[config.mk]
export PLATFORM = sky130hd
export DESIGN_NAME = vending_fsm_param_flat
export DESIGN_NICKNAME = d
export VERILOG_FILES = /design/src/rtl/vending_pkg.sv /design/src/rtl/vending_fsm_param_if.sv /design/src/rtl/vending_stock.sv /design/src/rtl/vending_fsm_param.sv /design/src/flat_wrapper.sv
export SDC_FILE = /design/constraint.sdc
export NUM_CORES = 1
export LEC_CHECK = 0
export CAP_MARGIN = 20
export CORE_MARGIN = 4
export CORE_UTILIZATION = 54
export CTS_CLUSTER_SIZE = 24
export DETAILED_ROUTE_END_ITERATION = 10
export PLACE_DENSITY = 0.9
export SLEW_MARGIN = 20
export SYNTH_ARGS = -nofsm -noshare
export SYNTH_HDL_FRONTEND = slang
export SYNTH_SLANG_ARGS = --single-unit
[constraint.sdc]
create_clock -name clk -period 4.4 [get_ports clk]
set_input_delay 0.44 -clock clk [delete_from_list [all_inputs] [get_ports clk]]
set_output_delay 0.44 -clock clk [all_outputs]
set_load 0.005 [all_outputs]
[src/rtl/vending_pkg.sv]
// Shared types and helpers for the parametrised vending FSM.
// Holds the FSM state enum and the price lookup over a packed price table.
package vending_pkg;

    typedef enum logic [1:0] {
        IDLE     = 2'd0,
        DISPENSE = 2'd1,
        CHANGE   = 2'd2
    } state_e;

    // Widest packed price table the lookup accepts.
    localparam int TBL_W = 256;

    // Returns the w-bit field idx of a packed table, zero-extended to 32 bits.
    function automatic logic [31:0] price_of(
        input logic [TBL_W-1:0] tbl,
        input int unsigned      idx,
        input int unsigned      w
    );
        logic [TBL_W-1:0] sh;
        logic [TBL_W-1:0] mask;
        sh   = tbl >> (idx * w);
        mask = (TBL_W'(1) << w) - TBL_W'(1);
        return 32'(sh & mask);
    endfunction

endpackage

[src/rtl/vending_fsm_param_if.sv]
// Coin/select/status bundle between the pin wrapper and the vending FSM.
// master drives coins, select, cancel (and restock when VEND_STOCK_EN);
// slave returns credit, dispense, prod_out, change_pulse, busy, deny,
// coin_reject (and sold_out when VEND_STOCK_EN).
interface vending_fsm_param_if #(
    parameter int CREDIT_W = 4,
    parameter int COIN_W   = 2,
    parameter int NUM_PROD = 4
);
    localparam int PROD_W = (NUM_PROD > 1) ? $clog2(NUM_PROD) : 1;

    logic                coin_valid;
    logic [COIN_W-1:0]   coin_val;
    logic                sel_valid;
    logic [PROD_W-1:0]   sel_prod;
    logic                cancel;
    logic [CREDIT_W-1:0] credit;
    logic                dispense;
    logic [PROD_W-1:0]   prod_out;
    logic                change_pulse;
    logic                busy;
    logic                deny;
    logic                coin_reject;
`ifdef VEND_STOCK_EN
    logic                restock;
    logic [NUM_PROD-1:0] sold_out;
`endif

    modport master (
        output coin_valid, coin_val, sel_valid, sel_prod, cancel,
`ifdef VEND_STOCK_EN
        output restock,
        input  sold_out,
`endif
        input  credit, dispense, prod_out, change_pulse, busy, deny,
               coin_reject
    );

    modport slave (
        input  coin_valid, coin_val, sel_valid, sel_prod, cancel,
`ifdef VEND_STOCK_EN
        input  restock,
        output sold_out,
`endif
        output credit, dispense, prod_out, change_pulse, busy, deny,
               coin_reject
    );

endinterface

[src/rtl/vending_stock.sv]
// Per-product stock counters, built only when VEND_STOCK_EN is defined.
// Ports: clk, rst, restock_i (refill all), take_i/take_idx_i (one vend),
// sold_out_o (registered, one bit per product with zero stock).
module vending_stock #(
    parameter int NUM_PROD   = 4,
    parameter int STOCK_INIT = 3,
    parameter int PROD_W     = 2
) (
    input  logic                clk,
    input  logic                rst,
    input  logic                restock_i,
    input  logic                take_i,
    input  logic [PROD_W-1:0]   take_idx_i,
    output logic [NUM_PROD-1:0] sold_out_o
);
    localparam int STOCK_W = (STOCK_INIT > 0) ? $clog2(STOCK_INIT + 1) : 1;
    localparam logic [STOCK_W-1:0] INIT = STOCK_W'(STOCK_INIT);

    logic [STOCK_W-1:0] cnt_q [NUM_PROD];
    logic [STOCK_W-1:0] cnt_d [NUM_PROD];
    logic [NUM_PROD-1:0] sold_q, sold_d;

    // Restock wins over a vend in the same cycle.
    always_comb begin
        for (int i = 0; i < NUM_PROD; i++) begin
            cnt_d[i] = cnt_q[i];
            if (restock_i) begin
                cnt_d[i] = INIT;
            end else if (take_i && (int'(take_idx_i) == i)
                         && (cnt_q[i] != '0)) begin
                cnt_d[i] = cnt_q[i] - STOCK_W'(1);
            end
            sold_d[i] = (cnt_d[i] == '0);
        end
    end

    always_ff @(posedge clk) begin
        if (rst) begin
            for (int i = 0; i < NUM_PROD; i++) begin
                cnt_q[i] <= INIT;
            end
            sold_q <= {NUM_PROD{STOCK_INIT == 0}};
        end else begin
            for (int i = 0; i < NUM_PROD; i++) begin
                cnt_q[i] <= cnt_d[i];
            end
            sold_q <= sold_d;
        end
    end

    assign sold_out_o = sold_q;

endmodule

[src/rtl/vending_fsm_param.sv]
// Parametrised vending FSM: multi-value coins, per-product prices, cancel,
// unit-by-unit change. Ports: clk, rst, bus (vending_fsm_param_if.slave).
// Optional stock tracking is enabled by defining VEND_STOCK_EN.
module vending_fsm_param
    import vending_pkg::*;
#(
    parameter int CREDIT_W = 4,
    parameter int COIN_W   = 2,
    parameter int NUM_PROD = 4,
    parameter logic [NUM_PROD*CREDIT_W-1:0] PRICE_TABLE = 16'h9753
`ifdef VEND_STOCK_EN
    ,
    parameter int STOCK_INIT = 3
`endif
) (
    input logic              clk,
    input logic              rst,
    vending_fsm_param_if.slave bus
);
    localparam int PROD_W = (NUM_PROD > 1) ? $clog2(NUM_PROD) : 1;
    localparam logic [CREDIT_W:0] MAX_CREDIT = {1'b0, {CREDIT_W{1'b1}}};

    state_e              state_q, state_d;
    logic [CREDIT_W-1:0] credit_q, credit_d;
    logic [PROD_W-1:0]   prod_q, prod_d;
    logic disp_q, disp_d, chg_q, chg_d;
    logic deny_q, deny_d, rej_q, rej_d, busy_q;
    logic accept;

    logic                coin_in;
    logic [CREDIT_W:0]   sum;
    logic [CREDIT_W-1:0] price;
    logic                in_range;
    logic                stock_ok;
    logic                sel_ok;

    // A zero coin value is treated as no coin at all.
    assign coin_in  = bus.coin_valid && (bus.coin_val != '0);
    // One extra bit so an overflowing coin is detected, not wrapped.
    assign sum      = {1'b0, credit_q} + (CREDIT_W + 1)'(bus.coin_val);
    assign price    = CREDIT_W'(price_of(TBL_W'(PRICE_TABLE),
                                         32'(bus.sel_prod), CREDIT_W));
    assign in_range = int'(bus.sel_prod) < NUM_PROD;

`ifdef VEND_STOCK_EN
    logic [NUM_PROD-1:0] sold_out;
    assign stock_ok = in_range && !sold_out[bus.sel_prod];

    vending_stock #(
        .NUM_PROD  (NUM_PROD),
        .STOCK_INIT(STOCK_INIT),
        .PROD_W    (PROD_W)
    ) u_stock (
        .clk       (clk),
        .rst       (rst),
        .restock_i (bus.restock),
        .take_i    (accept),
        .take_idx_i(bus.sel_prod),
        .sold_out_o(sold_out)
    );

    assign bus.sold_out = sold_out;
`else
    assign stock_ok = 1'b1;
`endif

    assign sel_ok = in_range && stock_ok && (credit_q >= price);

    always_comb begin
        state_d  = state_q;
        credit_d = credit_q;
        prod_d   = prod_q;
        disp_d   = 1'b0;
        deny_d   = 1'b0;
        rej_d    = 1'b0;
        accept   = 1'b0;
        unique case (state_q)
            IDLE: begin
                if (bus.cancel) begin
                    rej_d = coin_in;
                    if (credit_q != '0) state_d = CHANGE;
                end else if (bus.sel_valid) begin
                    rej_d = coin_in;
                    if (sel_ok) begin
                        state_d  = DISPENSE;
                        disp_d   = 1'b1;
                        prod_d   = bus.sel_prod;
                        credit_d = credit_q - price;
                        accept   = 1'b1;
                    end else begin
                        deny_d = 1'b1;
                    end
                end else if (coin_in) begin
                    if (sum > MAX_CREDIT) rej_d = 1'b1;
                    else credit_d = sum[CREDIT_W-1:0];
                end
            end
            DISPENSE: begin
                rej_d   = coin_in;
                state_d = (credit_q != '0) ? CHANGE : IDLE;
            end
            CHANGE: begin
                // The pulse for this unit is already on the output.
                rej_d    = coin_in;
                credit_d = credit_q - CREDIT_W'(1);
                if (credit_q <= CREDIT_W'(1)) state_d = IDLE;
            end
            default: state_d = IDLE;
        endcase
        chg_d = (state_d == CHANGE);
    end

    always_ff @(posedge clk) begin
        if (rst) begin
            state_q  <= IDLE;
            credit_q <= '0;
            prod_q   <= '0;
            disp_q   <= 1'b0;
            chg_q    <= 1'b0;
            deny_q   <= 1'b0;
            rej_q    <= 1'b0;
            busy_q   <= 1'b0;
        end else begin
            state_q  <= state_d;
            credit_q <= credit_d;
            prod_q   <= prod_d;
            disp_q   <= disp_d;
            chg_q    <= chg_d;
            deny_q   <= deny_d;
            rej_q    <= rej_d;
            busy_q   <= (state_d != IDLE);
        end
    end

    assign bus.credit       = credit_q;
    assign bus.dispense     = disp_q;
    assign bus.prod_out     = prod_q;
    assign bus.change_pulse = chg_q;
    assign bus.busy         = busy_q;
    assign bus.deny         = deny_q;
    assign bus.coin_reject  = rej_q;

endmodule

[src/flat_wrapper.sv]
// flat-port wrapper written by rule: the top's interface ports become plain ports
module vending_fsm_param_flat import vending_pkg::*;
#(
    parameter int CREDIT_W = 4,
    parameter int COIN_W   = 2,
    parameter int NUM_PROD = 4,
    parameter logic [NUM_PROD*CREDIT_W-1:0] PRICE_TABLE = 16'h9753

)
  (clk, rst, bus_coin_valid, bus_coin_val, bus_sel_valid, bus_sel_prod, bus_cancel, bus_credit, bus_dispense, bus_prod_out, bus_change_pulse, bus_busy, bus_deny, bus_coin_reject);
  vending_fsm_param_if #(.CREDIT_W(CREDIT_W), .COIN_W(COIN_W), .NUM_PROD(NUM_PROD)) bus_i ();
  input logic clk;
  input logic rst;
  input wire logic [$bits(bus_i.coin_valid)-1:0] bus_coin_valid;
  input wire logic [$bits(bus_i.coin_val)-1:0] bus_coin_val;
  input wire logic [$bits(bus_i.sel_valid)-1:0] bus_sel_valid;
  input wire logic [$bits(bus_i.sel_prod)-1:0] bus_sel_prod;
  input wire logic [$bits(bus_i.cancel)-1:0] bus_cancel;
  output wire logic [$bits(bus_i.credit)-1:0] bus_credit;
  output wire logic [$bits(bus_i.dispense)-1:0] bus_dispense;
  output wire logic [$bits(bus_i.prod_out)-1:0] bus_prod_out;
  output wire logic [$bits(bus_i.change_pulse)-1:0] bus_change_pulse;
  output wire logic [$bits(bus_i.busy)-1:0] bus_busy;
  output wire logic [$bits(bus_i.deny)-1:0] bus_deny;
  output wire logic [$bits(bus_i.coin_reject)-1:0] bus_coin_reject;
  assign bus_i.coin_valid = bus_coin_valid;
  assign bus_i.coin_val = bus_coin_val;
  assign bus_i.sel_valid = bus_sel_valid;
  assign bus_i.sel_prod = bus_sel_prod;
  assign bus_i.cancel = bus_cancel;
  assign bus_credit = bus_i.credit;
  assign bus_dispense = bus_i.dispense;
  assign bus_prod_out = bus_i.prod_out;
  assign bus_change_pulse = bus_i.change_pulse;
  assign bus_busy = bus_i.busy;
  assign bus_deny = bus_i.deny;
  assign bus_coin_reject = bus_i.coin_reject;
  vending_fsm_param #(.CREDIT_W(CREDIT_W), .COIN_W(COIN_W), .NUM_PROD(NUM_PROD), .PRICE_TABLE(PRICE_TABLE)) u_core (.clk(clk), .rst(rst), .bus(bus_i));
endmodule
; ---- Word level (Yosys, flattened, before mapping)
; Cells that the tools add are included.
; Widths: inputs -> output; s select.
[totals]
reg_bits = 13
latchBits = 0
ram_bits = 0
rom_bits = 0
input_bits = 9
out_inout_bits = 11
wordCells = 55
n_memories = 0
[classes]
n_addsub = 3
mul = 0
div_mod_pow = 0
magnitude_cmp = 3
n_eq_ne = 7
shift = 1
mux = 20
n_bitwise = 3
reduce_logical = 10
[ops]
columns = cell, n
row1 = $mux 4, 5
row2 = $shr 16x4->4 const A, 1
row3 = $mux 2, 6
row4 = $pmux 4 s2, 1
row5 = $mux 1, 6
row6 = $ne 3x2->1 const B, 2
row7 = $pmux 2 s3, 1
row8 = $reduce_bool 2->1, 3
row9 = $add 4x2->5, 1
row10 = $gt 5x4->1 const B, 1
row11 = $reduce_and 5->1, 1
row12 = $eq 2x2->1 const B, 2
row13 = $ge 4x4->1, 1
row14 = $le 4x1->1 const B, 1
row15 = $reduce_and 4->1, 1
row16 = $reduce_bool 4->1, 1
row17 = $reduce_or 4->1, 1
row18 = $sub 4x1->4 const B, 1
row19 = $sub 4x4->4, 1
row20 = $ne 3x3->1 const B, 1
row21 = $not 1->1, 3
row22 = $eq 2x1->1 const B, 1
row23 = $logic_not 2->1, 1
row24 = $ne 2x2->1 const B, 1
row25 = other kinds (3), 3

; ---- Longest topological paths before layout
; Gate-level depths: netlist of the first run.
[logic_depth]
ltp_word = 7
ltp_mapped = 8
ltp_nobuf = 8

; ---- Worst setup path after synthesis of the first run
; Ideal clock, no wire load.
[synth_timing]
kind = input to register
start = input port bus_coin_val[0]
end = register u_core.credit_q[0], in the netlist u_core.bus.credit[0]
setup_ns = 0.070
arrival_time_ns = 2.117
t_required_ns = 4.330
setup_slack_ns = 2.213
stages = 7
path_buffers = 0
cell_sequence = ha_1 > fa_1 > and3_4 > o311ai_4 > o221ai_2 > or3_1 > a21oi_1
[synth_via]
elab_chain_len = 6
word_cells_on_any_way = 12
cone_classes = add/sub: 1 / order compare: 1 / eq/ne: 2 / mux: 5 / reduce/logical: 3
[synth_lines]
columns = element, line_no
row1 = "start, declared", flat_wrapper.sv:15  ; input wire logic [$bits(bus_i.coin_val)-1:0] bus_coin_val;
row2 = "parallel branches: the longest is 6 deep, another holds $add 4x2->5", n/a
row3 = "end signal, assigned", vending_fsm_param.sv:125  ; credit_q <= credit_d;
row4 = "end, declared", vending_fsm_param.sv:24  ; logic [CREDIT_W-1:0] credit_q, credit_d;
; Several ways; the timed one is not identified. The select of a mux whose other input is x is not followed.
; A chain may end at the register's enable or synchronous reset.

; ---- Final worst setup path of the first run
; Ends and elaborated chain as after synthesis.

==> flow_metrics.tcl, run 1 <==
set metrics [dict create \
    drc 0 \
    skew_ns 0.01393 \
    dp_hpwl_microns 1668 \
    dieArea_sq_um 2535 \
    rows 15 \
    die-height_microns 50.35 \
    syn_area_per_cell_sq_um 9.051 \
    syn2layout_area_growth_pct 24.03 \
    layout_common_cells "clkdlybuf4s50_1 (19), ha_1 (13), dfxtp_1 (13), a21oi_1 (11), inv_1 (8)" \
    worstPathArrival_ns 2.72 \
    place.gp.congestion 0.8600 \
    synth-seq-cells 13 \
    wl_microns 2157 \
    cts_resized 0 \
    critical_path_class "in -> reg" \
    required_ns 4.61 \
    nets 152 \
    pin_count 20 \
    synthArstFlopShare 0 \
    synth_cells 107 \
    p_leak_nw 0.4859 \
    hold_viol_final 0 \
    hold_buffers 0 \
    grt_overflow 0 \
    grt_max_degree 15 \
    worstReg2RegStart "u_core.bus.credit[0]$_SDFFE_PP0P_" \
    report.final.slew_viol_count 0 \
    cts_buffers 3 \
    final_common_cell "clkdlybuf4s50_1" \
    synth_nets 131 \
    tightest_slew_ns 0.5630 \
    status "finished, final reports clean" \
    startpoint "bus_coin_val[0]" \
    critPathSlowestCell "clkdlybuf4s50_1" \
    vias 877 \
    finalSetupViolCount 0 \
    drt_first_iter_violations 30 \
    cts_setup_buffers 0 \
    ys_types 36 \
    htreeDepth 1 \
    setup.worst_path.end_class "flip-flop" \
    synth_area_sq_um 968.4 \
    yosys_warnings 0 \
    critPathTopFamily "compound AO/OA/AOI/OAI gates" \
    ir_worst_vdd_v 0.0003031 \
    path_clk_slew_ns 0.09 \
    synth_top_area_frac 0.2687 \
    path_cells "clkdlybuf4s50_1, ha_1, fa_1, and3_4, o311ai_4, o221ai_2, or3_1, a21oi_1" \
    synth_enable_flop_cells 0 \
    wire_per_inst_microns 14.19 \
    period_share 0.5708 \
    fin_util 0.7033 \
    crit_path_max_fanout 8 \
    rsz0062_at_grt "false" \
    grt_pass1_wl_microns 3512 \
    setup_tns_ns 0 \
    antenna_found_initial 0 \
    max-clock-path-buffers 2 \
    cts-root-buf "clkbuf_4" \
    seq_area_frac_synth 0.2687 \
    initial_core_util 0.5670 \
    drive_gt1_frac 0.06299 \
    io_buffers 19 \
    min_path_type "reg -> reg" \
    max_freq_ghz 0.3981 \
    via_per_inst 5.770 \
    cts_sinks 13 \
    finalCriticalPeriod_ns 2.512 \
    synth_largest_area_cell "dfxtp_1" \
    critical_path.max_stage_delay_ns 0.42 \
    die_x_microns 50.35 \
    antenna_cells 0 \
    hp-start "u_core.bus.prod_out[0]$_SDFFE_PP0P_" \
    slew_headroom 0.6224 \
    dr.pass1.iters 4 \
    synthFlopType "dfxtp_1" \
    clock_latency_ns 0.28 \
    synth_area_leaders "dfxtp_1 (27%), ha_1 (17%), a21oi_1 (5.7%)" \
    core_region_area_sq_um 1708 \
    crit_buf_inv 1 \
    ant_nets 0 \
    cp-start-kind "input pin" \
    grt_use_total 0.1831 \
    grt_pass1_vias 803 \
    cts_tree "done" \
    cap_violations 0 \
    power_density_nw_per_um2 602.3 \
]
-- cells by family after synthesis --
group           count (synthesis)  share of synthesized area
compound gates                 32                     0.2442
fa+ha+maj                      15                     0.2093
simple gates                   31                     0.1835
mux                             2                    0.02067
flops                          13                     0.2687
buf+inv                        11                    0.04651
xor+xnor                        3                    0.02714
-- area by class of cell --
class / instances / area, sq um
tap: 25 / 31.28
fill: 138 / 506.7
clock buffer: 4 / 26.28
multi-input combinational: 83 / 663.1
sequential: 13 / 260.3
inverter: 8 / 30.03
timing repair buffer: 19 / 190.2
-- registers in the layout, summed over array words and instances (netlist names) --
name,count
u_core.bus.coin_reject,1
u_core.bus.credit,4
u_core.bus.deny,1
u_core.bus.busy,1
u_core.bus.prod_out,2
u_core.bus.dispense,1
u_core.state_q,2
u_core.bus.change_pulse,1
-- worst paths after layout --
path / slack (ns) / depth (start not counted) / to
setup / recovery: 1.89 / 8 / u_core.bus.credit[0]$_SDFFE_PP0P_
hold / removal: 0.51 / 2 / u_core.bus.prod_out[0]$_SDFFE_PP0P_
setup reg to reg: 1.97 / 7 / u_core.bus.credit[0]$_SDFFE_PP0P_
hold reg to reg: 0.51 / 2 / u_core.bus.prod_out[0]$_SDFFE_PP0P_
-- synth_stat cells, types with 3 or more instances --
cell,n
o21ai_0,4
dfxtp_1,13
a21oi_1,11
inv_1,8
a211oi_1,5
nand2_1,5
ha_1,13
or3_1,3
buf_2,3
nor2_1,5
nor2b_1,5
-- through the flow --
step	instance area, sq um	instances	power, mW	setup WS (ns)	hold WS [ns]
after floorplan	968.4	107	0.5087	2.213	0.4850
after global placement	1175	148	0.6224	1.636	0.4887
after detailed placement	1175	148	0.6432	1.615	0.4832
after CTS	1201	152	0.7208	1.895	0.5128
after global routing	1201	152	0.7883	1.784	0.5450
final	1201	152	0.7235	1.888	0.5057
-- report_power, final --
part,switching (mW),internal [mW],total (mW),leakage (nW)
combinational,0.226,0.219,0.444,0.365
sequential,0.0518,0.151,0.203,0.106
clock,0.0415,0.0352,0.0767,0.0150
total,0.319,0.404,0.723,0.486
-- tightest hold or removal path: stages (launching register included) --
cell	delay, ns
dfxtp_1	0.33
mux2i_1	0.06
nor2_1	0.08
-- layer usage --
layer  GRT usage  wire length, microns  vias up
met3     0.04154                   110        6
li1            -                     -      430
met4     0.06278                    33        0
met2      0.3239                  1047       31
met5           0                     0        -
met1      0.2149                   966      410
No activity file was read; power rests on OpenSTA's default activity.
==> inputs of run 2 (changes only) <==
--- a/config.mk
+++ b/config.mk
@@ -7,10 +7,10 @@
 export LEC_CHECK = 0
 export CAP_MARGIN = 20
 export CORE_MARGIN = 4
-export CORE_UTILIZATION = 54
+export CORE_UTILIZATION = 45
 export CTS_CLUSTER_SIZE = 24
 export DETAILED_ROUTE_END_ITERATION = 10
-export PLACE_DENSITY = 0.9
+export PLACE_DENSITY = 0.8
 export SLEW_MARGIN = 20
 export SYNTH_ARGS = -nofsm -noshare
 export SYNTH_HDL_FRONTEND = slang
==> constraint.sdc (replaced) <==
create_clock -name clk -period 2.18 [get_ports clk]
set_input_delay 0.218 -clock clk [delete_from_list [all_inputs] [get_ports clk]]
set_output_delay 0.218 -clock clk [all_outputs]
set_load 0.005 [all_outputs]
==> run 2 against run 1 <==
- non-clock buffer count grew 14
- final cell count rose by 11%
- routed wire length is 13% higher
- sequential cell count stayed put
- clock-buffer cell count did not move
- sequential power increased by 93%
- worst setup slack got worse by 1.8 ns
- clock power is 98% higher
- clock skew is 0.012 ns lower
- combinational power increased to 2.6 times the previous value
- register-to-register slack got worse by 1.9 ns
- first-iteration DRC count shrank 50%
- highest routed layer unchanged
==> flow_metrics.tcl, run 2 (same netlist as run 1, synthesis figures left out) <==
set metrics [dict create \
    dp.cells 162 \
    dp_hpwl_microns 1857 \
    clock_latency_ns 0.27 \
    slew_headroom 0.6364 \
    cts_sinks 13 \
    layoutNonFillerInstCount 168 \
    worstPathArrival_ns 2.27 \
    required_ns 2.38 \
    ant_nets 0 \
    setup.worst_path.end_class "flip-flop" \
    critical_path_class "reg -> reg" \
    max-clock-path-buffers 2 \
    setup_tns_ns 0 \
    cp-start-kind "flip-flop" \
    grt_pass1_vias 928 \
    dr.pass1.iters 4 \
    tightest_slew_ns 0.5398 \
    antenna_found_initial 0 \
    skew_ns 0.001694 \
    vias 957 \
    via_per_inst 5.696 \
    grt_pass1_wl_microns 3933 \
    min_path_type "in -> reg" \
    total_power_mw 1.713 \
    postPlaceCellArea_sq_um 1267 \
    io_buffers 19 \
    layout_common_cells "clkdlybuf4s50_1 (17), buf_4 (14), ha_1 (12), dfxtp_1 (11), a21oi_1 (9)" \
    rsz0062_at_grt "true" \
    place.gp.congestion 0.8491 \
    die-height_microns 54.39 \
    setup_slack_ns 0.1102 \
    ir_worst_vdd_v 0.0006966 \
    cts-root-buf "clkbuf_4" \
    finalSetupViolCount 0 \
    syn2layout_area_growth_pct 39.54 \
    wire_per_inst_microns 14.56 \
    p_leak_nw 0.5769 \
    critical_path.max_stage_delay_ns 0.40 \
    final_area_sq_um 1351 \
    rows 16 \
    period_share 0.9495 \
    drc 0 \
    critPathSlowestCell "or3_1" \
    status "finished, final reports clean" \
    drive_gt1_frac 0.2128 \
    pin_count 20 \
    finalCriticalPeriod_ns 2.070 \
    dp_worst_setup_slack_ns -0.2660 \
    grt_max_degree 15 \
    dieArea_sq_um 2958 \
    core_region_area_sq_um 2002 \
    max_freq_ghz 0.4831 \
    power_density_nw_per_um2 1268 \
    hold_buffers 0 \
    cap_violations 0 \
    drt_first_iter_violations 15 \
    htreeDepth 1 \
    initial_core_util 0.4838 \
    path_cells "ha_4, fa_2, and3_4, o311ai_4, o221ai_2, or3_1, a21oi_2" \
    cts_buffers 3 \
    nets 166 \
    wl_microns 2446 \
    hold_viol_final 0 \
    grt_overflow 0 \
    final_common_cell "clkdlybuf4s50_1" \
    die_x_microns 54.39 \
    path_clk_slew_ns 0.08 \
    cts_tree "done" \
    grt_use_total 0.1853 \
    report.final.slew_viol_count 0 \
    crit_path_max_fanout 3 \
    largest_reg_flops 4 \
    antenna_cells 0 \
]
## run 2: timing repair
action,in CTS,in global routing
setup buffers,0,2
endpoints found under the hold margin,0,0
pin swaps,0,8
gates resized for setup,1,12
endpoints found under the setup margin,1,6
gates cloned,0,0
## run 2: layout make-up
type | count | area, sq um
fill | 161 | 650.6
timing repair buffer | 33 | 300.3
multi-input combinational | 83 | 695.7
clock buffer | 4 | 26.28
inverter | 8 | 30.03
tap | 27 | 33.78
sequential | 13 | 265.3
## run 2: metrics by stage
stage / hold WS, ns / utilization
floorplan: 0.3652 / -
global placement: 0.4816 / 0.6331
detailed placement: 0.5026 / 0.6331
CTS: 0.5264 / 0.6469
global route: 0.3866 / 0.6750
finish: 0.3592 / 0.6750
## run 2: critical path: cells and delay by family, from the launching register on
| family | cells | cell delay (ns) |
|---|---|---|
| AOI/OAI and AO/OA | 3 | 0.48 |
| DFF | 1 | 0.35 |
| and+or+nand+nor | 2 | 0.60 |
| adders and majority gates | 2 | 0.56 |
## run 2: final timing paths
kind                                                     startpoint                                   to  slack (ns)  cells past startpoint
worst max-delay path              u_core.bus.credit[0]$_SDFFE_PP0P_    u_core.bus.credit[0]$_SDFFE_PP0P_        0.11                      7
worst min-delay path                                bus_sel_prod[0]  u_core.bus.prod_out[0]$_SDFFE_PP0P_        0.36                      3
worst max register to register    u_core.bus.credit[0]$_SDFFE_PP0P_    u_core.bus.credit[0]$_SDFFE_PP0P_        0.11                      7
worst min register to register  u_core.bus.prod_out[1]$_SDFFE_PP0P_  u_core.bus.prod_out[1]$_SDFFE_PP0P_        0.52                      2
## run 2: layer usage
layer / track usage / vias to the layer above / part of all wire
li1: - / 458 / -
met3: 0.05995 / 4 / 0.068
met1: 0.2043 / 463 / 0.41
met2: 0.3347 / 32 / 0.51
met4: 0.05394 / 0 / 0.011
met5: 0 / - / 0
## run 2: power breakdown
part	total, mW	internal, mW	switching, mW
logic	1.17	0.611	0.558
registers	0.392	0.311	0.0811
clock network	0.152	0.0709	0.0809
total	1.71	0.993	0.720
